<file path="config.mk">
export PLATFORM = sky130hd
export DESIGN_NAME = multicycle_ctrl
export DESIGN_NICKNAME = d
export VERILOG_FILES = /design/src/rtl/multicycle_ctrl_pkg.sv /design/src/rtl/multicycle_ctrl_opclass_dec.sv /design/src/rtl/multicycle_ctrl.sv
export SDC_FILE = /design/constraint.sdc
export NUM_CORES = 1
export LEC_CHECK = 0
export ABC_AREA = 1
export CORE_ASPECT_RATIO = 2
export CORE_MARGIN = 4
export CORE_UTILIZATION = 30
export CTS_CLUSTER_SIZE = 12
export DETAILED_ROUTE_END_ITERATION = 12
export PLACE_DENSITY = 0.82
export SETUP_SLACK_MARGIN = 0.1
export SYNTH_ARGS = -nofsm -noshare
export SYNTH_HDL_FRONTEND = slang
export SYNTH_SLANG_ARGS = --single-unit
</file>
<file path="constraint.sdc">
create_clock -name clk -period 1.6 [get_ports clk]
set_input_delay 0.4 -clock clk [delete_from_list [all_inputs] [get_ports clk]]
set_output_delay 0.4 -clock clk [all_outputs]
set_load 0.01 [all_outputs]
</file>
<file path="src/rtl/multicycle_ctrl_pkg.sv">
// Shared encodings for the multi-cycle RV32I control FSM: states, opcode classes,
// datapath select codes and the per-class ALU operand selection used in EXEC/MEM/WB.
package multicycle_ctrl_pkg;

  typedef enum logic [2:0] {
    ST_IDLE   = 3'd0,
    ST_FETCH  = 3'd1,
    ST_DECODE = 3'd2,
    ST_EXEC   = 3'd3,
    ST_MEM    = 3'd4,
    ST_WB     = 3'd5,
    ST_HALT   = 3'd6,
    ST_TRAP   = 3'd7
  } state_t;

  typedef enum logic [3:0] {
    CLS_NONE    = 4'd0,
    CLS_R       = 4'd1,
    CLS_I_ARITH = 4'd2,
    CLS_LUI     = 4'd3,
    CLS_AUIPC   = 4'd4,
    CLS_JAL     = 4'd5,
    CLS_JALR    = 4'd6,
    CLS_BRANCH  = 4'd7,
    CLS_LOAD    = 4'd8,
    CLS_STORE   = 4'd9,
    CLS_FENCE   = 4'd10,
    CLS_SYSTEM  = 4'd11
  } op_class_t;

  localparam logic [6:0] OPCODE_OP     = 7'b0110011;
  localparam logic [6:0] OPCODE_OP_IMM = 7'b0010011;
  localparam logic [6:0] OPCODE_LUI    = 7'b0110111;
  localparam logic [6:0] OPCODE_AUIPC  = 7'b0010111;
  localparam logic [6:0] OPCODE_JAL    = 7'b1101111;
  localparam logic [6:0] OPCODE_JALR   = 7'b1100111;
  localparam logic [6:0] OPCODE_BRANCH = 7'b1100011;
  localparam logic [6:0] OPCODE_LOAD   = 7'b0000011;
  localparam logic [6:0] OPCODE_STORE  = 7'b0100011;
  localparam logic [6:0] OPCODE_FENCE  = 7'b0001111;
  localparam logic [6:0] OPCODE_SYSTEM = 7'b1110011;

  localparam logic [1:0] PC_SRC_PC4    = 2'b00;
  localparam logic [1:0] PC_SRC_ALU    = 2'b01;
  localparam logic [1:0] PC_SRC_BRANCH = 2'b10;

  localparam logic [1:0] ALU_OP_ADD    = 2'b00;
  localparam logic [1:0] ALU_OP_SUB    = 2'b01;
  localparam logic [1:0] ALU_OP_FUNCT  = 2'b10;
  localparam logic [1:0] ALU_OP_PASS_B = 2'b11;

  localparam logic [1:0] WB_SEL_ALU = 2'b00;
  localparam logic [1:0] WB_SEL_MEM = 2'b01;
  localparam logic [1:0] WB_SEL_PC4 = 2'b10;

  typedef struct packed {
    logic       src_a;
    logic       src_b;
    logic [1:0] op;
  } alu_sel_t;

  // ALU operand/op selection established in EXEC and held through MEM and WB.
  function automatic alu_sel_t exec_alu_sel(input op_class_t cls);
    alu_sel_t s;
    s = '{src_a: 1'b0, src_b: 1'b0, op: ALU_OP_ADD};
    case (cls)
      CLS_R:       s.op = ALU_OP_FUNCT;
      CLS_I_ARITH: begin s.op = ALU_OP_FUNCT;  s.src_b = 1'b1; end
      CLS_LUI:     begin s.op = ALU_OP_PASS_B; s.src_b = 1'b1; end
      CLS_AUIPC,
      CLS_JAL:     begin s.src_a = 1'b1; s.src_b = 1'b1; end
      CLS_JALR,
      CLS_LOAD,
      CLS_STORE:   s.src_b = 1'b1;
      CLS_BRANCH:  s.op = ALU_OP_SUB;
      default:     ;
    endcase
    return s;
  endfunction

endpackage

</file>
<file path="src/rtl/multicycle_ctrl_opclass_dec.sv">
// Combinational RV32I opcode -> class decoder with an illegal-opcode flag.
// Kept standalone so a pipelined decode stage can reuse it.
module multicycle_ctrl_opclass_dec
  import multicycle_ctrl_pkg::*;
(
  input  logic [6:0] opcode,
  output logic [3:0] op_class,
  output logic       illegal
);

  // NOTE: every output gets a default before the case so no path leaves it unassigned (no latch).
  always_comb begin
    op_class = CLS_NONE;
    illegal  = 1'b0;
    case (opcode)
      OPCODE_OP:     op_class = CLS_R;
      OPCODE_OP_IMM: op_class = CLS_I_ARITH;
      OPCODE_LUI:    op_class = CLS_LUI;
      OPCODE_AUIPC:  op_class = CLS_AUIPC;
      OPCODE_JAL:    op_class = CLS_JAL;
      OPCODE_JALR:   op_class = CLS_JALR;
      OPCODE_BRANCH: op_class = CLS_BRANCH;
      OPCODE_LOAD:   op_class = CLS_LOAD;
      OPCODE_STORE:  op_class = CLS_STORE;
      OPCODE_FENCE:  op_class = CLS_FENCE;
      OPCODE_SYSTEM: op_class = CLS_SYSTEM;
      default:       illegal  = 1'b1;
    endcase
  end

endmodule

</file>
<file path="src/rtl/multicycle_ctrl.sv">
// Main control FSM of the multi-cycle RV32I core: sequences fetch/decode/exec/mem/wb.
// Optional performance counters are built when MC_PERF_CNT_EN is defined.
module multicycle_ctrl
  import multicycle_ctrl_pkg::*;
(
  input  logic        clk,
  input  logic        rst,
  input  logic [31:0] inst_in,
  input  logic        mem_ready,
  input  logic        branch_taken,
  output logic        mem_req,
  output logic        mem_we,
  output logic        mem_addr_src,
  output logic        ir_we,
  output logic        pc_we,
  output logic [1:0]  pc_src,
  output logic        alu_src_a,
  output logic        alu_src_b,
  output logic [1:0]  alu_op,
  output logic        reg_we,
  output logic [1:0]  wb_sel,
  output logic        halted,
  output logic        illegal,
  output logic [31:0] cycle_cnt,
  output logic [31:0] instret_cnt
);

  state_t     state;
  op_class_t  class_q;
  logic [3:0] dec_class_raw;
  op_class_t  dec_class;
  logic       dec_illegal;
  alu_sel_t   alu_sel;
  logic       unused_inst_bits;

  assign unused_inst_bits = ^inst_in[31:7];

  multicycle_ctrl_opclass_dec u_dec (
    .opcode   (inst_in[6:0]),
    .op_class (dec_class_raw),
    .illegal  (dec_illegal)
  );

  assign dec_class = op_class_t'(dec_class_raw);
  assign alu_sel   = exec_alu_sel(class_q);

  // NOTE: state registers use non-blocking assignments so every flop samples pre-edge values.
  always_ff @(posedge clk or negedge rst) begin
    if (!rst) begin
      state   <= ST_IDLE;
      class_q <= CLS_NONE;
    end else begin
      case (state)
        ST_IDLE:   state <= ST_FETCH;
        ST_FETCH:  if (mem_ready) state <= ST_DECODE;
        ST_DECODE: begin
          class_q <= dec_class;
          if (dec_illegal)                  state <= ST_TRAP;
          else if (dec_class == CLS_SYSTEM) state <= ST_HALT;
          else if (dec_class == CLS_FENCE)  state <= ST_FETCH;
          else                              state <= ST_EXEC;
        end
        ST_EXEC: begin
          case (class_q)
            CLS_BRANCH:                        state <= ST_FETCH;
            CLS_LOAD, CLS_STORE:               state <= ST_MEM;
            CLS_NONE, CLS_FENCE, CLS_SYSTEM:   state <= ST_TRAP;
            default:                           state <= ST_WB;
          endcase
        end
        ST_MEM: if (mem_ready) state <= (class_q == CLS_LOAD) ? ST_WB : ST_FETCH;
        ST_WB:     state <= ST_FETCH;
        default:   ;  // HALT and TRAP are left only through reset
      endcase
    end
  end

  // mem_req/mem_we/mem_addr_src depend on state and class_q only, so they stay stable
  // for the whole handshake; mem_ready and branch_taken only gate the write enables.
  always_comb begin
    mem_req      = 1'b0;
    mem_we       = 1'b0;
    mem_addr_src = 1'b0;
    ir_we        = 1'b0;
    pc_we        = 1'b0;
    pc_src       = PC_SRC_PC4;
    alu_src_a    = 1'b0;
    alu_src_b    = 1'b0;
    alu_op       = ALU_OP_ADD;
    reg_we       = 1'b0;
    wb_sel       = WB_SEL_ALU;
    halted       = 1'b0;
    illegal      = 1'b0;
    case (state)
      ST_FETCH: begin
        mem_req = 1'b1;
        if (mem_ready) begin
          ir_we = 1'b1;
          pc_we = 1'b1;
        end
      end
      ST_EXEC: begin
        alu_src_a = alu_sel.src_a;
        alu_src_b = alu_sel.src_b;
        alu_op    = alu_sel.op;
        if (class_q == CLS_JAL || class_q == CLS_JALR) begin
          pc_we  = 1'b1;
          pc_src = PC_SRC_ALU;
        end else if (class_q == CLS_BRANCH) begin
          pc_we  = branch_taken;
          pc_src = PC_SRC_BRANCH;
        end
      end
      ST_MEM: begin
        mem_req      = 1'b1;
        mem_addr_src = 1'b1;
        mem_we       = (class_q == CLS_STORE);
        alu_src_a    = alu_sel.src_a;
        alu_src_b    = alu_sel.src_b;
        alu_op       = alu_sel.op;
      end
      ST_WB: begin
        reg_we    = 1'b1;
        alu_src_a = alu_sel.src_a;
        alu_src_b = alu_sel.src_b;
        alu_op    = alu_sel.op;
        if (class_q == CLS_LOAD)                              wb_sel = WB_SEL_MEM;
        else if (class_q == CLS_JAL || class_q == CLS_JALR)  wb_sel = WB_SEL_PC4;
      end
      ST_HALT: halted  = 1'b1;
      ST_TRAP: illegal = 1'b1;
      default: ;
    endcase
  end

`ifdef MC_PERF_CNT_EN
  logic        retire;
  logic [31:0] cycle_q;
  logic [31:0] instret_q;

  // An instruction retires on the cycle whose edge returns the FSM to FETCH.
  always_comb begin
    retire = 1'b0;
    case (state)
      ST_DECODE: retire = !dec_illegal && (dec_class == CLS_FENCE);
      ST_EXEC:   retire = (class_q == CLS_BRANCH);
      ST_MEM:    retire = (class_q == CLS_STORE) && mem_ready;
      ST_WB:     retire = 1'b1;
      default:   ;
    endcase
  end

  always_ff @(posedge clk or negedge rst) begin
    if (!rst) begin
      cycle_q   <= '0;
      instret_q <= '0;
    end else begin
      if (!(state inside {ST_IDLE, ST_HALT, ST_TRAP})) cycle_q <= cycle_q + 32'd1;
      if (retire) instret_q <= instret_q + 32'd1;
    end
  end

  assign cycle_cnt   = cycle_q;
  assign instret_cnt = instret_q;
`else
  assign cycle_cnt   = '0;
  assign instret_cnt = '0;
`endif

endmodule

</file>
==> key figures, run 1 <==
Status
  • Status: finished, violations left
  • Failing checks: setup timing

Critical path
  • Worst Setup End Kind: primary output
  • Most frequent cell on the critical path: inv_2
  • CP max stage delay: between 0.3 and 0.4 ns
  • CP Max Fanout: 3
  • R2R Path Start: class_q[3]
  • Critical path class: reg2out
  • CP Launch Point: state[2]
  • R2R depth: 11
  • Critical path arrival: 1.46 ns
  • CP startpoint kind: flop
  • R2R Setup Slk: about 0.13 ns
  • Crit path max-delay cell type: dfrtp_1
  • R2R Path End: state[0]
  • Worst path bufs/invs: 4
  • Critical-path cell list: inv_2 > nand2_4 > nor2_4 > inv_2 > buf_6 > nor3_4 > a21oi_1 > o21ai_1 > buf_2
  • CP Data Required Time: between 1 and 1.5 ns
  • Critical path's top delay family: flip-flops

Timing
  • Final worst path period need: ~1.9 ns
  • Crit share post-route: 1.16
  • Post-route setup slack: -0.258 ns
  • Fin. max-slew vios: 0
  • RSZ-0062 raised after global routing: yes
  • Setup Skew: approximately 0.0014 ns
  • Final hold violations: 0
  • Maximum clock rate: around 0.54 GHz
  • Final Setup Violations: 14
  • Smallest hold slack: 0.437 ns

GRT
  • Initial antenna violation count: 0
  • Met1 Use GR: 0.0744
  • Met2 usage: 0.233
  • Met3 global-route usage: 0.0186
  • Vias in the first global route: ~1100
  • First-pass GRT wire length: between 4000 and 5000 um
  • GRT Total Usage: 0.108
  • Largest net degree at the start of global routing: 9
  • Congestion Overflow GR: 0
  • Busiest grt layer: met2

Floorplanning
  • I/O pins: 116
  • CORE AREA: 3680 um^2
  • DIE WIDTH: 52.2 um
  • Die area: 5020 um^2
  • Die H: between 90 and 100 um
  • Initial Utilization: 0.317
  • Cell Rows: 31

Cells and area
  • Area delta synth->final: 45.7%
  • N_diodes: 0
  • Non-Filler Instances: 311
  • Post-Route Utilization: 0.462
  • Fillers: between 300 and 400
  • Final #Nets: 299
  • Share of layout cells above drive strength 1: 0.408

Logic synthesis
  • Syn avg cell area: ~6.1 um^2
  • Top-area cell type share of the netlist area: 0.411
  • Ys Warns: 0
  • Synth area leader: buf_4
  • Cell area after synthesis: roughly 1200 um^2
  • Number of flops mapped to enable cells by yosys: 0
  • Area contributors post-synth: buf_4 41%, dfrtp_1 15%, nand2_1 12%
  • Synth Flop Type: dfrtp_1
  • Most common cell in the synthesized netlist: buf_4
  • Flops & latches, synth: 7
  • FFs w/ async S/R, synth: 1.00
  • Synth unique cells: 19
  • Top post-synthesis cells by count: 64 x buf_4, 37 x nand2_1, 28 x nor2_1, 19 x inv_1, 8 x nor3_1
  • Register area share after synthesis: 0.150
  • Mapped Cells: 192

Clock network
  • Clk sinks: 7
  • H-tree levels: 1
  • Number of CTS-inserted buffers: 3
  • # hold bufs at CTS: 0
  • Reg clk slew, reported paths: ~0.04 ns
  • CTS tree: done
  • Clock latency on the worst-skew pair: approximately 0.23 ns
  • Clk buf depth: 2
  • CTS Root Buffer Type: clkbuf_8

Routing
  • Routed WL per cell: 9.86 um
  • Post-DRT Antenna Nets: 0
  • First drt pass iteration count: 3
  • Via density: about 4.0
  • DRT Wirelength: a little over 3000 um
  • DRT iter0 DRCs: 20
  • Routed vias: 1229
  • Number of remaining DRC errors: 0

Power and ir drop
  • LEAKAGE: roughly 0.96 nW
  • Worst vdd ir: about 0.34 mV
  • PD cells: approximately 330 nW/um^2

Placement
  • DP HPWL: between 2000 and 2500 um
  • Placed Instances: 300
  • IO Port Bufs: 26
  • GPL Wtd Cong: between 0.8 and 0.9

Flow run
  • Max-cap violations: 0

Min path
  • Hold WC Path Type: in2async
## worst register-to-register path, delay by kind of cell (launching register included)
| family | cells | cell delay, ns |
|---|---|---|
| buf+inv | 5 | 0.55 |
| flops | 1 | 0.42 |
| simple gates | 5 | 0.33 |
| compound gates | 1 | 0.05 |
## sequential cells by signal, summed over array words and instances (netlist names)
register,count
class_q,4
state,3
## stage by stage
step | instance area (um^2) | worst slack [ns] | setup TNS (ns) | total power, mW
6_report | 1700 | -0.258 | -2.00 | 0.562
5_1_grt | 1700 | -0.355 | -3.00 | 0.589
4_1_cts | 1610 | -0.269 | -1.97 | 0.558
3_5_place_dp | 1520 | -0.436 | -5.02 | 0.305
3_3_place_gp | 1520 | -0.414 | -4.58 | 0.304
2_1_floorplan | 1430 | 0.0499 | 0 | 0.379
## where the power goes
group,internal (mW),switching [mW]
clock network,0.172,0.0783
logic,0.0302,0.103
registers,0.178,0
## kinds of logic after synthesis
family                 Yosys count  synth area share
AOI/OAI and AO/OA               17            0.0866
and+or+nand+nor                 80             0.276
buffers and inverters           87             0.484
other                            1           0.00321
DFF                              7             0.150
## repair_timing
item | CTS | global route
gates resized for setup | 93 | 30
endpoints found under the setup margin | 19 | 17
cloned | 0 | 0
setup buffers | 4 | 4
pin swaps | 11 | 6
## how the worst max path moves through the flow
stage                 to  slack [ns]  cells past startpoint
5_1_grt            pc_we       -0.36                      9
3_5_place_dp       pc_we       -0.44                      9
3_3_place_gp       pc_we       -0.41                      4
2_1_floorplan  alu_op[0]        0.05                      7
6_report           pc_we       -0.26                      9
4_1_cts            pc_we       -0.27                      9
## cell usage in the layout (no fill, tap or decap), types with 4 or more instances in the layout
master          n
o21ai_0         6
nand2_1        25
buf_6           7
nor3_2          5
buf_2          12
inv_1           9
conb_1         64
nand2_2        10
inv_2          13
dfrtp_1         6
buf_4          36
nor2_1         17
nand2_4         4
dlygate4sd2_1   8
nor2_4          6
nor2_2          6
## layer usage
layer | vias to the layer above | wire length, um | part of all wire
met2 | 79 | 1760 | 0.57
li1 | 608 | - | -
met4 | 0 | 120 | 0.039
met1 | 530 | 814 | 0.27
met3 | 12 | 370 | 0.12
met5 | - | 0 | 0
## final cells by class
| class | instances | area, um^2 | area share |
|---|---|---|---|
| multi-input cells | 161 | 813 | 0.477 |
| repair buffers | 67 | 519 | 0.305 |
| flip-flops and latches | 7 | 176 | 0.104 |
| inverters | 23 | 88.8 | 0.0521 |
| well taps | 49 | 61.3 | 0.0360 |
| clock buffers | 4 | 45.0 | 0.0264 |
Note: power is estimated with default switching activity, not from simulation.
==> run 2, diff against run 1 <==
--- a/config.mk
+++ b/config.mk
@@ -8,10 +8,10 @@
 export ABC_AREA = 1
 export CORE_ASPECT_RATIO = 2
 export CORE_MARGIN = 4
-export CORE_UTILIZATION = 30
+export CORE_UTILIZATION = 27
 export CTS_CLUSTER_SIZE = 12
 export DETAILED_ROUTE_END_ITERATION = 12
-export PLACE_DENSITY = 0.82
+export PLACE_DENSITY = 0.78
 export SETUP_SLACK_MARGIN = 0.1
 export SYNTH_ARGS = -nofsm -noshare
 export SYNTH_HDL_FRONTEND = slang
==> constraint.sdc (replaced) <==
create_clock -name clk -period 1.7 [get_ports clk]
set_input_delay 0.425 -clock clk [delete_from_list [all_inputs] [get_ports clk]]
set_output_delay 0.425 -clock clk [all_outputs]
set_load 0.01 [all_outputs]
==> run 2 against run 1 <==
  * The flow still finishes with violations (setup timing)
  * Non-clock buffer count is 4 higher
  * Sequential share of layout area down 0.54 points
  * Via count increased by 1.5%
  * Utilization shrank 3.0 points
  * Die area rose by 9.8%
  * Clock skew rose by 0.00088 ns
  * Clock-buffer cell count did not move
  * Hold slack gained 0.028 ns
  * Clock power shrank 7%
  * Power is 5.2% lower
  * Combinational power about the same
  * Sequential cell count stayed put
  * Critical endpoint unchanged
==> key figures, run 2 (synthesis gave the netlist of run 1 again) <==
Status
  • Status: finished, violations left (unchanged)
  • Failing checks: setup timing (unchanged)

Placement
  • IO Port Bufs: 26 (unchanged)
  • DP HPWL: 2280 um (was 2340 um)
  • GPL Wtd Cong: 0.850 (was 0.859)

Cells and area
  • Reg with most FFs: class_q (unchanged)
  • Multi-input gate area: 838 um^2 (was 813 um^2)
  • Commonest non-fill, non-tap cell in the layout: conb_1 (unchanged)
  • Fillers: 415 (was 390)
  • Max FFs per register: 4 (unchanged)
  • N_diodes: 0 (unchanged)
  • Final #Nets: 303 (was 299)
  • FF/Latch Area: 175 um^2 (was 176 um^2)
  • Post-Route Utilization: 0.432 (was 0.462)
  • Share of layout cells above drive strength 1: 0.432 (was 0.408)
  • Top Registers: class_q (4), state (3) (unchanged)
  • Area delta synth->final: 52.6% (was 45.7%)
  • Most frequent cells in the layout: 64 x conb_1, 43 x buf_4, 27 x nand2_1 (was 64 x conb_1, 36 x buf_4, 25 x nand2_1)

Routing
  • Via density: 3.92 (was 3.95)
  • First drt pass iteration count: 3 (unchanged)
  • Top sig layer: met4 (unchanged)
  • DRT iter0 DRCs: 16 (was 20)
  • DR WL met2: 1650 um (was 1760 um)
  • Post-DRT Antenna Nets: 0 (unchanged)
  • DRT Wirelength: 2970 um (was 3070 um)
  • Routed vias: 1248 (was 1229)
  • Routed wl met3: 418 um (was 370 um)
  • Routed WL per cell: 9.33 um (was 9.86 um)
  • DRT met1 WL: 802 um (was 814 um)
  • Number of remaining DRC errors: 0 (unchanged)

Critical path
  • Critical path class: reg2out (unchanged)
  • Critical-path cell list: nor2_4 > inv_1 > nor3_2 > buf_4 > a21oi_2 > o21ai_1 > buf_2 (was inv_2 > nand2_4 > nor2_4 > inv_2 > buf_6 > nor3_4 > a21oi_1 > o21ai_1 > buf_2)
  • Crit path max-delay cell type: dfrtp_1 (unchanged)
  • CP Max Fanout: 3 (unchanged)
  • CP Data Required Time: 1.27 ns (was 1.20 ns)
  • Worst path bufs/invs: 3 (was 4)
  • CP max stage delay: 0.41 ns (was 0.39 ns)
  • CP startpoint kind: flop (unchanged)
  • Critical path arrival: 1.44 ns (was 1.46 ns)
  • Worst Setup End Kind: primary output (unchanged)
  • Critical path's top delay family: flip-flops (unchanged)

Timing
  • Final hold violations: 0 (unchanged)
  • Fin. max-slew vios: 0 (unchanged)
  • Final worst path period need: 1.86 ns
  • Setup Skew: 0.00229 ns (was 0.00141 ns)
  • Maximum clock rate: 0.537 GHz
  • Post-route setup slack: -0.163 ns (was -0.258 ns)
  • RSZ-0062 raised after global routing: yes (unchanged)
  • Crit share post-route: 1.10
  • Final Setup Violations: 11 (was 14)

GRT
  • Vias in the first global route: 1122 (was 1090)
  • Congestion Overflow GR: 0 (unchanged)
  • GRT Total Usage: 0.0990 (was 0.108)
  • First-pass GRT wire length: 4140 um (was 4100 um)
  • Largest net degree at the start of global routing: 9 (unchanged)
  • Initial antenna violation count: 0 (unchanged)

Power and ir drop
  • Worst vdd ir: 0.241 mV (was 0.342 mV)
  • Power, Total: 0.533 mW (was 0.562 mW)
  • PD cells: 298 nW/um^2 (was 330 nW/um^2)
  • LEAKAGE: 1.01 nW (was 0.957 nW)

Clock network
  • CTS tree: done (unchanged)
  • Clk sinks: 7 (unchanged)
  • # hold bufs at CTS: 0 (unchanged)
  • Number of CTS-inserted buffers: 3 (unchanged)
  • Clk buf depth: 2 (unchanged)
  • CTS Root Buffer Type: clkbuf_8 (unchanged)
  • H-tree levels: 1 (unchanged)
  • Reg clk slew, reported paths: 0.04 ns (about the same)
  • Clock latency on the worst-skew pair: 0.23 ns (about the same)

Floorplanning
  • Die area: 5510 um^2 (was 5020 um^2)
  • Die H: 101 um (was 96.3 um)
  • Cell Rows: 33 (was 31)
  • Initial Utilization: 0.283 (was 0.317)
  • DIE WIDTH: 54.5 um (was 52.2 um)
  • I/O pins: 116 (unchanged)
  • CORE AREA: 4130 um^2 (was 3680 um^2)

Min path
  • Hold WC Path Type: in2async (unchanged)

Flow run
  • Max-cap violations: 0 (unchanged)
run 2: final timing paths:
| check | end | cells after the start | startpoint | slack (ns) |
|---|---|---|---|---|
| min in group clk | class_q[2] | 3 | class_q[2] | 0.60 |
| max | pc_we | 7 | class_q[3] | -0.16 |
| max in group asynchronous | class_q[3] | 1 | rst | 0.99 |
| min | state[0] | 1 | rst | 0.46 |
| min reg2reg | class_q[2] | 3 | class_q[2] | 0.60 |
| max reg2reg | state[2] | 12 | state[2] | 0.22 |
run 2: timing repair:
action | 4_1_cts | 5_1_grt
resized for setup | 94 | 41
endpoints found under the hold margin | 0 | 0
gates cloned | 0 | 0
buffers inserted | 5 | 5
setup endpoints to repair | 17 | 22
pin swaps | 6 | 14
run 2: routing by layer:
metal,vias to the layer above,track usage
met3,10,0.0178
met2,85,0.189
met5,-,0
met1,542,0.0877
met4,0,0.0576
li1,611,-
run 2: worst register-to-register path: cells and delay by family (launching register included):
kind	cells	cell delay, ns
buf+inv	5	0.50
simple gates	6	0.44
flops	1	0.37
compound gates	1	0.05
run 2: final cells by class:
| class | instances | area share |
|---|---|---|
| multi-input combinational | 161 | 0.470 |
| timing repair buffer | 71 | 0.322 |
| sequential | 7 | 0.0981 |
| inverter | 23 | 0.0484 |
| tap | 52 | 0.0364 |
| clock buffer | 4 | 0.0252 |
run 2: per-stage QoR:
| step | hold slack [ns] | setup WS [ns] | instances | setup TNS (ns) | instance area, um^2 |
|---|---|---|---|---|---|
| after floorplan | 0.129 | 0.103 | 255 | 0 | 1410 |
| after global placement | 0.563 | -0.405 | 304 | -3.49 | 1520 |
| after detailed placement | 0.572 | -0.412 | 304 | -3.94 | 1520 |
| after CTS | 0.474 | -0.187 | 313 | -0.794 | 1640 |
| after global routing | 0.492 | -0.230 | 318 | -1.79 | 1790 |
| final | 0.465 | -0.163 | 318 | -0.869 | 1790 |
run 2: report_power, final:
part	internal, mW	total (mW)	switching, mW
logic	0.0334	0.132	0.0984
registers	0.167	0.167	0
clock network	0.162	0.233	0.0712
total	0.363	0.533	0.170
==> run 3, diff against run 2 <==
--- a/config.mk
+++ b/config.mk
@@ -13,6 +13,7 @@
 export DETAILED_ROUTE_END_ITERATION = 12
 export PLACE_DENSITY = 0.78
 export SETUP_SLACK_MARGIN = 0.1
+export SLEW_MARGIN = 25
 export SYNTH_ARGS = -nofsm -noshare
 export SYNTH_HDL_FRONTEND = slang
 export SYNTH_SLANG_ARGS = --single-unit
==> results of run 3 <==
The final DEF is identical to that of run 2; final timing and power are the same.
